**src/rtl/axi_wr_pkg.sv**
```systemverilog
// Shared types and AXI constants for the AXI write-burst master.
package axi_wr_pkg;

  // Burst sequencer states: address phase, data phase, response phase.
  typedef enum logic [1:0] {
    ST_IDLE = 2'd0,
    ST_AW   = 2'd1,
    ST_W    = 2'd2,
    ST_B    = 2'd3
  } wr_state_t;

  localparam logic [2:0] AXI_SIZE_8B    = 3'b011;
  localparam logic [1:0] AXI_BURST_INCR = 2'b01;

  localparam logic [1:0] AXI_RESP_OKAY   = 2'b00;
  localparam logic [1:0] AXI_RESP_SLVERR = 2'b10;
  localparam logic [1:0] AXI_RESP_DECERR = 2'b11;

  // SLVERR and DECERR both have bit 1 set; EXOKAY/OKAY do not.
  function automatic logic resp_is_err(input logic [1:0] resp);
    return (resp == AXI_RESP_SLVERR) || (resp == AXI_RESP_DECERR);
  endfunction

endpackage

```
**src/rtl/axi_master_wr.sv**
```systemverilog
// AXI4 write-burst master: one INCR burst of 64-bit beats per wr_start,
// AW, W and B phases strictly in sequence. Write data is taken straight
// from a first-word-fall-through FIFO; wr_writing pops it.
// Optional macro AXI_WR_RESP_CHK_EN: latch a sticky wr_err on SLVERR/DECERR.
module axi_master_wr
  import axi_wr_pkg::*;
#(
  parameter int AXI_ID_W = 4,
  parameter int AXI_ID   = 0
) (
  input  logic                clk,
  input  logic                rst_n,
  // controller side
  input  logic                wr_start,
  input  logic [29:0]         wr_addr,
  input  logic [7:0]          wr_len,
  input  logic [63:0]         wr_data,
  output logic                wr_ready,
  output logic                wr_writing,
  output logic                wr_done,
  output logic                wr_err,
  // AW channel
  output logic [AXI_ID_W-1:0] m_axi_awid,
  output logic [29:0]         m_axi_awaddr,
  output logic [7:0]          m_axi_awlen,
  output logic [2:0]          m_axi_awsize,
  output logic [1:0]          m_axi_awburst,
  output logic                m_axi_awvalid,
  input  logic                m_axi_awready,
  // W channel
  output logic [63:0]         m_axi_wdata,
  output logic [7:0]          m_axi_wstrb,
  output logic                m_axi_wlast,
  output logic                m_axi_wvalid,
  input  logic                m_axi_wready,
  // B channel
  input  logic [AXI_ID_W-1:0] m_axi_bid,
  input  logic [1:0]          m_axi_bresp,
  input  logic                m_axi_bvalid,
  output logic                m_axi_bready
);

  wr_state_t   state, state_nxt;
  logic [29:0] awaddr_q;
  logic [7:0]  awlen_q;
  logic [7:0]  beat_cnt;
  logic        done_q;
  logic        aw_hs, w_hs, b_hs;

  // Channel valids/readies are pure state decodes, so they drop the
  // instant reset forces the state back to IDLE.
  assign m_axi_awvalid = (state == ST_AW);
  assign m_axi_wvalid  = (state == ST_W);
  assign m_axi_bready  = (state == ST_B);
  assign wr_ready      = (state == ST_IDLE);

  assign aw_hs = m_axi_awvalid & m_axi_awready;
  assign w_hs  = m_axi_wvalid  & m_axi_wready;
  assign b_hs  = m_axi_bvalid  & m_axi_bready;

  assign m_axi_awid    = AXI_ID_W'(AXI_ID);
  assign m_axi_awaddr  = awaddr_q;
  assign m_axi_awlen   = awlen_q;
  assign m_axi_awsize  = AXI_SIZE_8B;
  assign m_axi_awburst = AXI_BURST_INCR;
  assign m_axi_wdata   = wr_data;
  assign m_axi_wstrb   = 8'hFF;
  assign m_axi_wlast   = m_axi_wvalid & (beat_cnt == awlen_q);
  assign wr_writing    = w_hs;
  assign wr_done       = done_q;

  // State register.
  always_ff @(posedge clk or negedge rst_n) begin
    if (!rst_n) state <= ST_IDLE;
    else        state <= state_nxt;
  end

  // Next-state: one burst at a time, wr_start only looked at in IDLE.
  always_comb begin
    state_nxt = state;
    case (state)
      ST_IDLE: if (wr_start)           state_nxt = ST_AW;
      ST_AW:   if (aw_hs)              state_nxt = ST_W;
      ST_W:    if (w_hs && m_axi_wlast) state_nxt = ST_B;
      ST_B:    if (b_hs)               state_nxt = ST_IDLE;
      default:                         state_nxt = ST_IDLE;
    endcase
  end

  // Capture the burst descriptor on acceptance; it stays stable until the
  // next accepted request. No 4 KB or wrap checks: the controller owns that.
  always_ff @(posedge clk or negedge rst_n) begin
    if (!rst_n) begin
      awaddr_q <= '0;
      awlen_q  <= '0;
    end else if (wr_ready && wr_start) begin
      awaddr_q <= wr_addr;
      awlen_q  <= wr_len;
    end
  end

  // Beat counter: cleared at the AW handshake, advanced per accepted beat.
  always_ff @(posedge clk or negedge rst_n) begin
    if (!rst_n)     beat_cnt <= '0;
    else if (aw_hs) beat_cnt <= '0;
    else if (w_hs)  beat_cnt <= beat_cnt + 8'd1;
  end

  // Completion pulse in the cycle right after the B handshake.
  always_ff @(posedge clk or negedge rst_n) begin
    if (!rst_n) done_q <= 1'b0;
    else        done_q <= b_hs;
  end

`ifdef AXI_WR_RESP_CHK_EN
  logic err_q;

  // Sticky error on a bad write response; only reset clears it.
  always_ff @(posedge clk or negedge rst_n) begin
    if (!rst_n)                              err_q <= 1'b0;
    else if (b_hs && resp_is_err(m_axi_bresp)) err_q <= 1'b1;
  end

  assign wr_err = err_q;

  logic unused_b;
  assign unused_b = ^m_axi_bid;
`else
  assign wr_err = 1'b0;

  logic unused_b;
  assign unused_b = ^{m_axi_bid, m_axi_bresp};
`endif

endmodule

```
**config.mk**
```make
export PLATFORM = sky130hd
export DESIGN_NAME = axi_master_wr
export DESIGN_NICKNAME = d
export VERILOG_FILES = /design/src/rtl/axi_wr_pkg.sv /design/src/rtl/axi_master_wr.sv
export SDC_FILE = /design/constraint.sdc
export NUM_CORES = 1
export LEC_CHECK = 0
export BUFFER_PORTS_ARGS = -buffer_cell sky130_fd_sc_hd__buf_4
export CORE_MARGIN = 10
export CORE_UTILIZATION = 38
export DETAILED_ROUTE_END_ITERATION = 16
export GPL_ROUTABILITY_DRIVEN = 1
export PLACE_DENSITY_LB_ADDON = 0.1
export SYNTH_ARGS = -nofsm -noshare
export SYNTH_HDL_FRONTEND = slang
export SYNTH_SLANG_ARGS = --single-unit
```
**constraint.sdc**
```tcl
create_clock -name clk -period 2 [get_ports clk]
set_input_delay 0.4 -clock clk [delete_from_list [all_inputs] [get_ports clk]]
set_output_delay 0.4 -clock clk [all_outputs]
set_load 0.01 [all_outputs]
```
==> metrics.md <==
| Metric | Value |
|---|---|
| Status | `finished, final reports clean` |
| Proportion of synthesized area in mux cells | `0.158` |
| Routed len/inst | `16.1 µm` |
| End of the critical path | `m_axi_wlast` |
| Initial DRT Pass Iterations | `2` |
| Die width | `105 µm` |
| Max IR drop VDD | `0.531 mV` |
| Fmax | `506 MHz` |
| Critical path capture point type | `output pin` |
| Syn. warnings | `0` |
| Die span in y | `105 µm` |
| Final nets | `389` |
| RR Startpoint | `state[0]` |
| EDFF count, synth | `0` |
| GRT Resource Usage Total | `0.102` |
| IO Pins | `241` |
| Syn-to-layout area delta | `14.2%` |
| Final ANT Viol Nets | `0` |
| Gate Count Post-Synth | `239` |
| H-tree Lvls | `2` |
| Final setup fails | `0` |
| Skew final | `0.00694 ns` |
| Num CTS Buffers | `5` |
| Max FO, Critical Path | `4` |
| Flops & latches, synth | `49` |
| Vias/cell | `4.43` |
| PD cells | `1450 nW/µm²` |
| Reg clk slew, reported paths | `0.09 ns` |
| Least-Margin Pin Slew | `0.638 ns` |
| Power Total | `4590 µW` |
| Arrival time at the worst endpoint | `1.58 ns` |
| Filler cells | `696` |
| Via count | `1635` |
| Core area | `7180 µm²` |
| Yosys cell types | `30` |
| Drt total wl | `5.93 mm` |
| Count of input and output buffers | `88` |
| Bufs on Longest Clock Path | `2` |
| DRT iter0 DRCs | `15` |
| Hpwl dp | `4.66 mm` |
| Worst-Skew Late Latency | `0.30 ns` |
| Critical path launch point type | `flop` |
| N_diodes | `0` |
| Initial Util | `0.385` |
| Met2 WL post-DR | `2.64 mm` |
| Met3 wire length | `972 µm` |
| Final Max Tran Viols | `0` |
| CP startpoint | `beat_cnt[0]` |
| CTS tree | `built` |
| Syn Area/Cell | `11.6 µm²` |
| Largest family of logic cells by synthesized area | `buffers and inverters` |
| Relative slew slack | `0.575` |
| Most common cell in the netlist | `buf_4` |
| M1 wire length | `2.20 mm` |
| Row cnt | `31` |
| Vias in the first global route | `1749` |
| WP data required | `1.60 ns` |
| Drt drc | `0` |
| Post-Synth Simple-Gate Area | `0.0814` |
| Period utilization | `0.988` |
| Largest net degree at the start of global routing | `50` |
| Flop-to-flop setup slack | `0.25 ns` |
| RSZ-0062 raised after global routing | `true` |
| First-pass GRT wire length | `9.25 mm` |
| DR top layer | `met4` |
| Count of final hold-check violations | `0` |
| Post-DP Area | `3010 µm²` |
| Synth Area in Adders | `0.0226` |
| Post-synth top cells | `buf_4, dfrtp_1, mux2_2, xor2_1, nor2_1` |
| Layout cells sized above 1 | `0.556` |
| Reg2Reg Depth | `6` |
| Synth area leaders | `dfrtp_1, buf_4, mux2_2` |
| Overflow after GRT | `0` |
| Utilization after layout | `0.440` |
| Worst Hold Class | `in -> async` |
| Compound-Gate Fraction of Synth Area | `0.00905` |
| Seq/Total Area, Yosys | `0.443` |
| Cell taking the most area after synthesis | `dfrtp_1` |
| Async S/R FF share, synth | `1.00` |
| Maxcap violations | `0` |
| CTS sink cnt | `49` |
| Synth Area in XOR/XNOR | `0.0475` |
| Die ar. | `11100 µm²` |
| Top FF cell, synth | `dfrtp_1` |
| CTS Root Cell | `clkbuf_8` |
| Initial antenna violation count | `0` |
| Min cycle time layout | `1.98 ns` |
| Synth top area share | `0.443` |
| Final GP Congestion | `0.695` |
| Netlist Area Pre-Place | `2770 µm²` |
| Leak | `0.00155 µW` |
| Setup Crit Path Kind | `reg -> out` |
| Final Cell Area | `3160 µm²` |
| Critical R2R Capture | `state[1]` |
-- worst min path at each step --
stage	cells past startpoint	end	from	slack [ns]
floorplan	0	beat_cnt[0]	rst_n	0.10
global placement	1	m_axi_awaddr[27]	rst_n	0.48
detailed placement	1	m_axi_awaddr[29]	rst_n	0.48
CTS	1	m_axi_awlen[1]	rst_n	0.14
global route	1	m_axi_awaddr[26]	rst_n	0.15
finish	1	m_axi_awaddr[29]	rst_n	0.12
-- logic make-up after synthesis --
kind of cell	count (synthesis)
buffers and inverters	90
DFF	49
muxes	39
and+or+nand+nor	35
xor gates and xnor gates	15
adders and majority gates	5
AOI/OAI and AO/OA	4
other	2
-- routing by layer --
layer  GRT usage  vias to the layer above
li1            -                      754
met1       0.106                      778
met2       0.148                       83
met3      0.0859                       20
met4      0.0412                        0
met5           0                        -
-- repair_timing --
action | CTS | global route
hold buffers | 0 | 0
buffers inserted | 2 | 4
gates resized for setup | 2 | 3
endpoints found under the setup margin | 2 | 3
pin swaps | 2 | 1
-- layout make-up --
type,count,area [µm²],share of cell area
inverters,2,7.51,0.00238
clock inverters,1,7.51,0.00238
multi-input cells,116,961,0.304
clock buffers,6,82.6,0.0262
well taps,99,124,0.0392
flip-flops and latches,49,1230,0.389
repair buffers,96,746,0.236
-- metrics by stage --
stage / setup WS, ns / TNS (ns) / std cells / hold WS [ns]
2_1_floorplan: 0.305 / 0 / 255 / 0.104
3_3_place_gp: 0.180 / 0 / 356 / 0.485
3_5_place_dp: 0.169 / 0 / 356 / 0.476
4_1_cts: -0.00734 / -0.00734 / 365 / 0.145
5_1_grt: -0.0730 / -0.0730 / 369 / 0.153
6_report: 0.0234 / 0 / 369 / 0.122
-- layout by cell type (no fill, tap or decap), types with 2 or more instances in the layout --
| cell | instances |
|---|---|
| clkbuf_8 | 6 |
| mux2_2 | 38 |
| conb_1 | 18 |
| xor2_1 | 14 |
| or4_1 | 2 |
| nor2_1 | 8 |
| nand4_1 | 5 |
| buf_12 | 2 |
| inv_1 | 2 |
| nor2b_1 | 3 |
| dfrtp_2 | 2 |
| nand2_1 | 3 |
| dfrtp_1 | 47 |
| ha_1 | 4 |
| nor4_4 | 2 |
| and2_1 | 3 |
| buf_4 | 94 |
-- registers in the layout, summed over array words and instances, names as in the netlist --
name and count:
state 2, m_axi_awlen 8, m_axi_awaddr 30, wr_done 1, beat_cnt 8
-- critical path, cell delays in order (launching register included) --
cell	delay [ns]
dfrtp_2	0.44
xor2_1	0.19
nor4_4	0.32
and3_2	0.22
buf_4	0.11
-- where the power goes --
| part | leakage, µW | internal, µW | switching [µW] | total, µW |
|---|---|---|---|---|
| clock network | 0.0000433 | 274 | 326 | 601 |
| registers | 0.000592 | 1440 | 282 | 1720 |
| logic | 0.000916 | 1290 | 981 | 2270 |
| total | 0.00155 | 3000 | 1590 | 4590 |
Power figures use the tool's default switching activity.
